**src/rtl/sparse_pkg.sv**
```systemverilog
// Shared types for the sparse intersection engine and its downstream MAC consumer:
// default element widths, the matched-pair record and the merge FSM state encoding.
package sparse_pkg;

    // Default element widths; the pair record is sized from these.
    localparam int DEF_IDX_W  = 8;
    localparam int DEF_DATA_W = 16;

    // One matched pair: the A value, the B value and a flag saying the record is live.
    typedef struct packed {
        logic [DEF_DATA_W-1:0] a;
        logic [DEF_DATA_W-1:0] b;
        logic                  valid;
    } pair;

    // Merge controller states.
    typedef enum logic [2:0] {
        IDLE    = 3'd0,
        MERGE   = 3'd1,
        DRAIN_A = 3'd2,
        DRAIN_B = 3'd3,
        FLUSH   = 3'd4
    } state_t;

endpackage

```
**src/rtl/pair_fifo.sv**
```systemverilog
// Small first-word-fall-through FIFO of matched pairs. Each entry carries its own
// valid flag so the head can be presented straight from the storage the cycle after
// a push, and so an asynchronous reset invalidates every buffered pair at once.
module pair_fifo
    import sparse_pkg::*;
#(
    parameter int N = 4
) (
    input  logic clk,
    input  logic rst,
    input  logic push,
    input  pair  push_data,
    input  logic pop,
    output pair  head,
    output logic full,
    output logic empty
);

    localparam int PTR_W = (N > 1) ? $clog2(N) : 1;

    logic [PTR_W-1:0]      wr_ptr_reg;
    logic [PTR_W-1:0]      rd_ptr_reg;
    logic [PTR_W:0]        count_reg;

    logic                  push_en;
    logic                  pop_en;

    logic [DEF_DATA_W-1:0] entry_a     [N];
    logic [DEF_DATA_W-1:0] entry_b     [N];
    logic                  entry_valid [N];

    assign full    = (count_reg == (PTR_W+1)'(N));
    assign empty   = (count_reg == '0);
    assign push_en = push && !full;
    assign pop_en  = pop && !empty;

    genvar gi;
    generate
        for (gi = 0; gi < N; gi++) begin : g_entry
            logic [DEF_DATA_W-1:0] a_reg;
            logic [DEF_DATA_W-1:0] b_reg;
            logic                  valid_reg;
            logic                  wr_hit;
            logic                  rd_hit;

            assign wr_hit = push_en && (wr_ptr_reg == PTR_W'(gi));
            assign rd_hit = pop_en  && (rd_ptr_reg == PTR_W'(gi));

            // Payload storage: written on push, never cleared (the valid flag guards it).
            always_ff @(posedge clk) begin
                if (wr_hit) begin
                    a_reg <= push_data.a;
                    b_reg <= push_data.b;
                end
            end

            // Occupancy flag: set on push, cleared on pop, dropped immediately by reset.
            always_ff @(posedge clk or posedge rst) begin
                if (rst) begin
                    valid_reg <= 1'b0;
                end else if (wr_hit) begin
                    valid_reg <= 1'b1;
                end else if (rd_hit) begin
                    valid_reg <= 1'b0;
                end
            end

            assign entry_a[gi]     = a_reg;
            assign entry_b[gi]     = b_reg;
            assign entry_valid[gi] = valid_reg;
        end
    endgenerate

    // Pointer and occupancy bookkeeping; push and pop together leave the count unchanged.
    always_ff @(posedge clk or posedge rst) begin
        if (rst) begin
            wr_ptr_reg <= '0;
            rd_ptr_reg <= '0;
            count_reg  <= '0;
        end else begin
            if (push_en) begin
                wr_ptr_reg <= wr_ptr_reg + 1'b1;
            end
            if (pop_en) begin
                rd_ptr_reg <= rd_ptr_reg + 1'b1;
            end
            if (push_en && !pop_en) begin
                count_reg <= count_reg + 1'b1;
            end else if (pop_en && !push_en) begin
                count_reg <= count_reg - 1'b1;
            end
        end
    end

    // Head presentation: a zeroed record whenever the head slot holds nothing.
    always_comb begin
        head = '0;
        if (entry_valid[rd_ptr_reg]) begin
            head.a     = entry_a[rd_ptr_reg];
            head.b     = entry_b[rd_ptr_reg];
            head.valid = 1'b1;
        end
    end

endmodule

```
**src/rtl/sparse_intersect.sv**
```systemverilog
// Sparse-vector intersection: merges two index-ascending element streams, emits a
// {a, b} value pair for every index present in both, and signals job completion once
// both streams have ended and every buffered pair has been consumed.
module sparse_intersect
    import sparse_pkg::*;
#(
    parameter int N      = 4,
    parameter int IDX_W  = DEF_IDX_W,
    parameter int DATA_W = DEF_DATA_W
) (
    input  logic              clk,
    input  logic              rst,
    input  logic              a_valid_i,
    output logic              a_ready_o,
    input  logic [IDX_W-1:0]  a_idx_i,
    input  logic [DATA_W-1:0] a_val_i,
    input  logic              a_last_i,
    input  logic              b_valid_i,
    output logic              b_ready_o,
    input  logic [IDX_W-1:0]  b_idx_i,
    input  logic [DATA_W-1:0] b_val_i,
    input  logic              b_last_i,
    output pair               pair_o,
    output logic              pair_valid_o,
    input  logic              pair_ready_i,
    output logic [IDX_W:0]    match_cnt_o,
    output logic              done_o
);

    localparam logic [IDX_W:0] CNT_MAX = '1;

    state_t         state_reg;
    logic [IDX_W:0] match_cnt_reg;
    logic           done_reg;

    logic           a_ready;
    logic           b_ready;
    logic           a_fire;
    logic           b_fire;
    logic           push;
    pair            push_data;
    pair            head;
    logic           fifo_full;
    logic           fifo_empty;

    // Stream readies: compare heads in MERGE, swallow the leftover stream while draining.
    // pair_ready_i deliberately plays no part here; only FIFO fullness can stall a match.
    always_comb begin
        a_ready = 1'b0;
        b_ready = 1'b0;
        case (state_reg)
            MERGE: begin
                if (a_valid_i && b_valid_i) begin
                    if (a_idx_i < b_idx_i) begin
                        a_ready = 1'b1;
                    end else if (a_idx_i > b_idx_i) begin
                        b_ready = 1'b1;
                    end else if (!fifo_full) begin
                        a_ready = 1'b1;
                        b_ready = 1'b1;
                    end
                end
            end
            DRAIN_A: a_ready = a_valid_i;
            DRAIN_B: b_ready = b_valid_i;
            default: ;
        endcase
    end

    assign a_fire = a_valid_i && a_ready;
    assign b_fire = b_valid_i && b_ready;

    // Both streams only move together in MERGE when their indices match.
    assign push = (state_reg == MERGE) && a_fire && b_fire;

    // Build the record to enqueue for a match.
    always_comb begin
        push_data       = '0;
        push_data.a     = DEF_DATA_W'(a_val_i);
        push_data.b     = DEF_DATA_W'(b_val_i);
        push_data.valid = 1'b1;
    end

    pair_fifo #(
        .N (N)
    ) u_pair_fifo (
        .clk       (clk),
        .rst       (rst),
        .push      (push),
        .push_data (push_data),
        .pop       (pair_ready_i),
        .head      (head),
        .full      (fifo_full),
        .empty     (fifo_empty)
    );

    // Job sequencing, saturating match counter and the completion pulse.
    always_ff @(posedge clk or posedge rst) begin
        if (rst) begin
            state_reg     <= IDLE;
            match_cnt_reg <= '0;
            done_reg      <= 1'b0;
        end else begin
            done_reg <= 1'b0;
            case (state_reg)
                IDLE: begin
                    if (a_valid_i || b_valid_i) begin
                        state_reg     <= MERGE;
                        match_cnt_reg <= '0;
                    end
                end
                MERGE: begin
                    if (push && (match_cnt_reg != CNT_MAX)) begin
                        match_cnt_reg <= match_cnt_reg + 1'b1;
                    end
                    // A stream that has ended leaves the other one to be drained; if both
                    // end together only the FIFO remains to empty.
                    if (a_fire && a_last_i && b_fire && b_last_i) begin
                        state_reg <= FLUSH;
                    end else if (a_fire && a_last_i) begin
                        state_reg <= DRAIN_B;
                    end else if (b_fire && b_last_i) begin
                        state_reg <= DRAIN_A;
                    end
                end
                DRAIN_A: begin
                    if (a_fire && a_last_i) begin
                        state_reg <= FLUSH;
                    end
                end
                DRAIN_B: begin
                    if (b_fire && b_last_i) begin
                        state_reg <= FLUSH;
                    end
                end
                FLUSH: begin
                    if (fifo_empty) begin
                        done_reg  <= 1'b1;
                        state_reg <= IDLE;
                    end
                end
                default: state_reg <= IDLE;
            endcase
        end
    end

    assign a_ready_o    = a_ready;
    assign b_ready_o    = b_ready;
    assign pair_o       = head;
    assign pair_valid_o = head.valid;
    assign match_cnt_o  = match_cnt_reg;
    assign done_o       = done_reg;

endmodule

```
**config.mk**
```make
export PLATFORM = sky130hd
export DESIGN_NAME = sparse_intersect
export DESIGN_NICKNAME = d
export VERILOG_FILES = /design/src/rtl/sparse_pkg.sv /design/src/rtl/pair_fifo.sv /design/src/rtl/sparse_intersect.sv
export SDC_FILE = /design/constraint.sdc
export NUM_CORES = 1
export LEC_CHECK = 0
export ABC_AREA = 1
export BUFFER_PORTS_ARGS = -buffer_cell sky130_fd_sc_hd__buf_2
export CAP_MARGIN = 20
export CORE_MARGIN = 2
export CORE_UTILIZATION = 40
export CTS_CLUSTER_DIAMETER = 40
export DETAILED_ROUTE_END_ITERATION = 8
export PLACE_DENSITY = 0.64
export REMOVE_ABC_BUFFERS = 1
export SLEW_MARGIN = 5
export SYNTH_ARGS = -nofsm -noshare
export SYNTH_HDL_FRONTEND = slang
export SYNTH_SLANG_ARGS = --single-unit
```
**constraint.sdc**
```tcl
create_clock -name clk -period 6.2 [get_ports clk]
set_clock_uncertainty 0.2 [all_clocks]
set_input_delay 0.93 -clock clk [delete_from_list [all_inputs] [get_ports clk]]
set_output_delay 0.93 -clock clk [all_outputs]
set_load 0.01 [all_outputs]
```
== Yosys cells after proc, flatten, opt, wreduce, memory -nomap -nowiden ==
Index checks and enable logic that the tools add are counted.

* Add/subtract/negate cells: 5
* $lt $le $gt $ge: 3
* Equal/unequal tests: 18
* Mux-type cells: 42
* Bitwise logic cells: 1
* Reductions and logical operators: 39

{| class="wikitable"
|+ Operators by type and width
! cell !! count
|-
| 16-bit binary-select mux with 2-bit select || 2
|-
| 16-bit 2-to-1 mux || 4
|-
| 33-bit 2-to-1 mux || 1
|-
| 3-bit 2-to-1 mux || 9
|-
| 1-bit logical AND || 22
|-
| 1-bit 2-to-1 mux || 19
|-
| 9-bit 2-to-1 mux || 2
|-
| 9-bit case mux with 2 select lines || 1
|-
| 3-bit case mux with 5 select lines || 1
|-
| 2-bit nonzero test || 6
|-
| 9-bit by 1-bit adder with 9-bit output, second input constant || 1
|-
| 9-bit inequality test, second input constant || 1
|-
| 2-bit == test, second input constant || 4
|-
| 8-bit > comparator || 1
|-
| 8-bit less-than comparator || 1
|-
| 3-bit by 2-bit == test with 1-bit output, second input constant || 2
|-
| 3-bit == test, second input constant || 2
|-
| 3-bit logical NOT || 2
|-
| 2-bit inequality test, second input constant || 3
|-
| 5-bit AND reduction || 1
|-
| 2-bit by 1-bit adder with 2-bit output, second input constant || 2
|-
| 2-bit by 1-bit == test with 1-bit output, second input constant || 2
|-
| 1-bit logical NOT || 4
|-
| 2-bit logical NOT || 2
|-
| other kinds (11) || 13
|}

* Register bits: 152
* Input port bits: 55
* Output and inout port bits: 46
* Word-level logic and storage cells: 126

== Depth between registers and ports, before layout ==
* Depth in word-level cells: 14
* Mapped depth: 19
* Mapped depth without buffers: 19

== Cells and area by module ==
Synthesis repeated with hierarchy kept, for this count alone.

* Cells, all modules: 825
* Area, all modules: 7529.7 µm²

{| class="wikitable"
|+ Modules (own cells, without submodules)
! module !! times used !! cells an instance !! area each (µm²) !! seq. area each (µm²)
|-
| pair_fifo || 1 || 659 || 6343.6 || 4119.0
|-
| sparse_intersect || 1 || 166 || 1186.1 || 325.3
|}

== Least setup slack after synthesis ==
OpenSTA, ideal clock, no wires.

* Kind: input to register
* From: in b_idx_i[7]
* To: reg u_pair_fifo.g_entry[0].a_reg[0] (enable)
* Setup time: 0.421 ns
* Arrival: 3.371 ns
* Required time: 5.579 ns
* Path slack: 2.208 ns
* Stages on the path: 10
* Path buffers: 0
* Cell sequence: inv_1 > ha_1 > a21o_1 > nor2_1 > nand2_1 > nand2_1 > nand2_1 > a21oi_1 > inv_1 > nor2_1

* Cells in the longest elaborated chain, start to end: 10
* Elaborated cells between the ends (all ways): 16
* Classes of those cells: 2 x order compare; 8 x mux; 6 x reduce/logical

{| class="wikitable"
|+ Ends and longest elaborated chain
! what !! RTL line !! text
|-
| start, declared || sparse_intersect.sv:20 || <nowiki>input logic [IDX_W-1:0] b_idx_i,</nowiki>
|-
| 8-bit > comparator || sparse_intersect.sv:56 || <nowiki>end else if (a_idx_i > b_idx_i) begin</nowiki>
|-
| 1-bit 2-to-1 mux || sparse_intersect.sv:56 ||
|-
| 1-bit 2-to-1 mux || sparse_intersect.sv:54 || <nowiki>if (a_idx_i < b_idx_i) begin</nowiki>
|-
| 1-bit 2-to-1 mux || sparse_intersect.sv:53 || <nowiki>if (a_valid_i && b_valid_i) begin</nowiki>
|-
| 1-bit case mux with 2 select lines || sparse_intersect.sv:51 || <nowiki>case (state_reg)</nowiki>
|-
| 1-bit logical AND || sparse_intersect.sv:70 || <nowiki>assign a_fire = a_valid_i && a_ready;</nowiki>
|-
| 1-bit logical AND || sparse_intersect.sv:74 || <nowiki>assign push = (state_reg == MERGE) && a_fire && b_fire;</nowiki>
|-
| 1-bit logical AND (*) || sparse_intersect.sv:74 ||
|-
| 1-bit logical AND (*) || pair_fifo.sv:34 || <nowiki>assign push_en = push && !full;</nowiki>
|-
| via u_pair_fifo.push_en || pair_fifo.sv:25 || <nowiki>logic push_en;</nowiki>
|-
| 1-bit logical AND (*) || pair_fifo.sv:46 || <nowiki>assign wr_hit = push_en && (wr_ptr_reg == PTR_W'(gi));</nowiki>
|-
| via u_pair_fifo.g_entry[0].wr_hit || pair_fifo.sv:43 || <nowiki>logic wr_hit;</nowiki>
|-
| end signal, assigned || pair_fifo.sv:52 || <nowiki>a_reg <= push_data.a;</nowiki>
|-
| end, declared || pair_fifo.sv:40 || <nowiki>logic [DEF_DATA_W-1:0] a_reg;</nowiki>
|}

Mark *: on every way through the listed nets, which the timed path passes. The rest lies on a longest branch.
A chain may end at the register's enable or synchronous reset.

==> results.cfg <==
[outcome]
status = completed

[setup_path]
worst_setup_path_end_kind = output port
startpoint_type = register
r2r_end = u_pair_fifo.g_entry[2].b_reg[11]
cpMaxStageDelayCell = dfrtp_1
slowest_delay_ps = 770
reg2reg_depth = 7
crit_type = reg -> out
arrival_ps = 2720
crit_path_max_fanout = 34
cp.required_ps = 5070
crit_chain = buf_16, o21ai_0, o22ai_4, nand2_1, inv_1, buf_2
reg2reg_from = state_reg[2]
r2r_slack_ps = 2550

[timing]
slew_headroom_pct = 28.4
rsz0062_at_grt = false
timing.final.hold_violations = 0
finalMaxSlewViolations = 0
worst_pin_slew_ps = 1070
timing.fmax_mhz = 260
post-route-period-util_pct = 62.0
period_needed_ps = 3850
timing.final.ws_setup_ps = 2350
hold-worst-slack_ps = 298
setup_viol = 0
setup-tns-final_ps = 0

[clock_network]
cts_tree = done
cts-root-buf = clkbuf_16
postCtsHoldBufs = 0
cts_setup_buffers = 0
clock-sinks = 152
cts.clk_slew.worst_paths_ps = 60
clock_latency_ps = 420
cts_resized = 0
htree_num_levels = 4
clk_path_buf_depth = 2
cts_buffers = 17

[global_route]
first_global_vias = 4576
grt_max_degree = 70
grt_antenna_before_repair = 1
track_usage_pct = 16.3
grt_first_pass_wirelength_mm = 22.4
overflow = 0

[floorplanning]
die-width_um = 133
die-area_mm2 = 0.0178
initial_core_util_pct = 40.6
coreArea_mm2 = 0.0165
row_count = 47
die_h_um = 133
io_pins = 101

[routing]
routedLengthMet1_mm = 5.84
wl_met2_mm = 7.11
wl_met3_um = 975
drtIter0Drc = 376
drc = 0
wl_per_cell_um = 15.0
firstDrtPassIters = 5
antenna_left = 0
top_layer = met4
drt-vias-per-instance = 4.95
vias = 4662
drt_wl_total_mm = 14.2

[pwr]
ir_drop_uv = 224
total_power_w = 0.00337
leakage_nw = 3.43
p_per_area_mw_per_mm2 = 414

[synthesis]
ys_ff_latch = 152
ys_seq_area_share_pct = 66.4
ys_top_cells_by_area = edfxtp_1 (57%), dfrtp_1 (9.0%), o21ai_0 (5.5%), nor2_1 (4.9%), nand2_1 (4.9%)
syn_avg_cell_area_um2 = 11.0
yosysUniqueCellTypes = 30
yosys.area.top_type = edfxtp_1
yosysWarnings = 0
synth_cells = 608
synth_top_area_share_pct = 57.4
netlist_area_mm2 = 0.00669

[place]
dp.cells = 904
gp_routability_congestion = 0.777
portBuffers = 100
dp_slack_ps = 2240
dp_hpwl_mm = 8.73

[worst_hold_path]
whs_path_depth = 2
holdPathEnd = u_pair_fifo.g_entry[0].valid_reg
hp-class = reg -> reg
hold_start = u_pair_fifo.g_entry[0].valid_reg

[finish]
final_cells = 941
nFillCells = 1493
area.growth.synth_to_final_pct = 21.6
nets = 782
drive_gt1_share_pct = 22.4

[flow_run]
cap_violations = 0
[metrics by stage]
stage / utilization [%] / area (um2)
5_1_grt: 49.4 / 8130
3_5_place_dp: 45.2 / 7440
4_1_cts: 48.8 / 8040
2_1_floorplan: - / 6580
6_report: 49.4 / 8140
3_3_place_gp: 45.0 / 7410
[cells in the final DEF (no fill, tap or decap), types with 2 or more instances in the layout]
master | synthesis | final
nor2_1 | 88 | 84
o22ai_1 | 33 | 32
nor2_4 | 0 | 4
inv_2 | 1 | 2
nor3_1 | 2 | 2
xor2_1 | 3 | 3
dfrtp_1 | 24 | 23
inv_1 | 68 | 67
edfxtp_1 | 128 | 128
nand4_1 | 3 | 3
clkbuf_16 | 0 | 17
nand3b_1 | 2 | 2
nand2_2 | 2 | 2
nand3_1 | 19 | 19
clkinv_2 | 0 | 3
a21oi_1 | 9 | 9
nand2_1 | 87 | 87
inv_6 | 0 | 4
buf_12 | 0 | 2
o21ai_2 | 9 | 9
o21bai_1 | 2 | 2
buf_2 | 4 | 100
o21ai_0 | 74 | 74
bufinv_16 | 0 | 3
buf_4 | 1 | 2
buf_16 | 0 | 3
ha_1 | 19 | 19
[cell type report]
class	count	area, um2	share of cell area (%)
clock inverter	14	171	2.11
multi-input combinational	360	1920	23.5
timing repair buffer	107	638	7.84
antenna	1	2.50	0.0308
sequential	152	4450	54.6
inverter	69	259	3.18
tap	220	275	3.38
clock buffer	18	429	5.27
[metal layers]
| metal | vias to the layer above | GRT usage, % |
|---|---|---|
| met5 | - | 0 |
| met4 | 0 | 6.32 |
| met3 | 26 | 5.18 |
| met2 | 152 | 28.0 |
| met1 | 2192 | 19.2 |
| li1 | 2292 | - |
[power by group]
| group | internal [W] | switching, W |
|---|---|---|
| Sequential | 0.00115 | 0.0000746 |
| Clock | 0.000637 | 0.000395 |
| Combinational | 0.000389 | 0.000721 |
[critical path, delay by kind of cell (launching register included)]
| kind | cells | cell delay, ps |
|---|---|---|
| AND/OR/NAND/NOR | 1 | 170 |
| buffers and inverters | 3 | 440 |
| flip-flops | 1 | 770 |
| AO/OA/AOI/OAI | 2 | 910 |
[kinds of logic (layout without fill, tap and decap cells)]
group                      after synthesis  after routing  synth area share, %
and+or+nand+nor                        207            207                 12.7
other                                    0              1                    0
adders and majority gates               20             20                 3.85
DFF                                    152            152                 66.4
xor gates and xnor gates                 4              4                0.524
buffers and inverters                   96            208                 5.63
AOI/OAI and AO/OA                      129            129                 10.9
[synth_stat cells]
cell type and number:
nand3b_2 1, buf_4 1, inv_1 68, nand2_1 87, a21oi_1 9, o21ai_0 74
nand4_1 3, nand3_1 19, nand2_2 2, clkbuf_1 21, nor3_2 1, xor2_1 3
or2_2 1, nand2_4 1, inv_2 1, edfxtp_1 128, buf_6 1, fa_1 1
xnor2_1 1, ha_1 19, nor3_1 2, nor2_1 88, o22ai_1 33, a21o_1 1
o21ai_2 9, dfrtp_1 24, buf_2 4, nand3b_1 2, a31o_2 1, o21bai_1 2
[worst max path at each step]
stage / from / cells past startpoint / endpoint
finish: u_pair_fifo.rd_ptr_reg[1] / 6 / pair_o[22]
global route: u_pair_fifo.rd_ptr_reg[1] / 7 / pair_o[6]
CTS: u_pair_fifo.rd_ptr_reg[0] / 6 / pair_o[22]
detailed placement: b_idx_i[3] / 14 / u_pair_fifo.g_entry[3].a_reg[12]
global placement: b_idx_i[7] / 11 / u_pair_fifo.g_entry[0].a_reg[12]
floorplan: u_pair_fifo.rd_ptr_reg[0] / 5 / pair_o[10]
No activity file was read; power rests on OpenSTA's default activity.
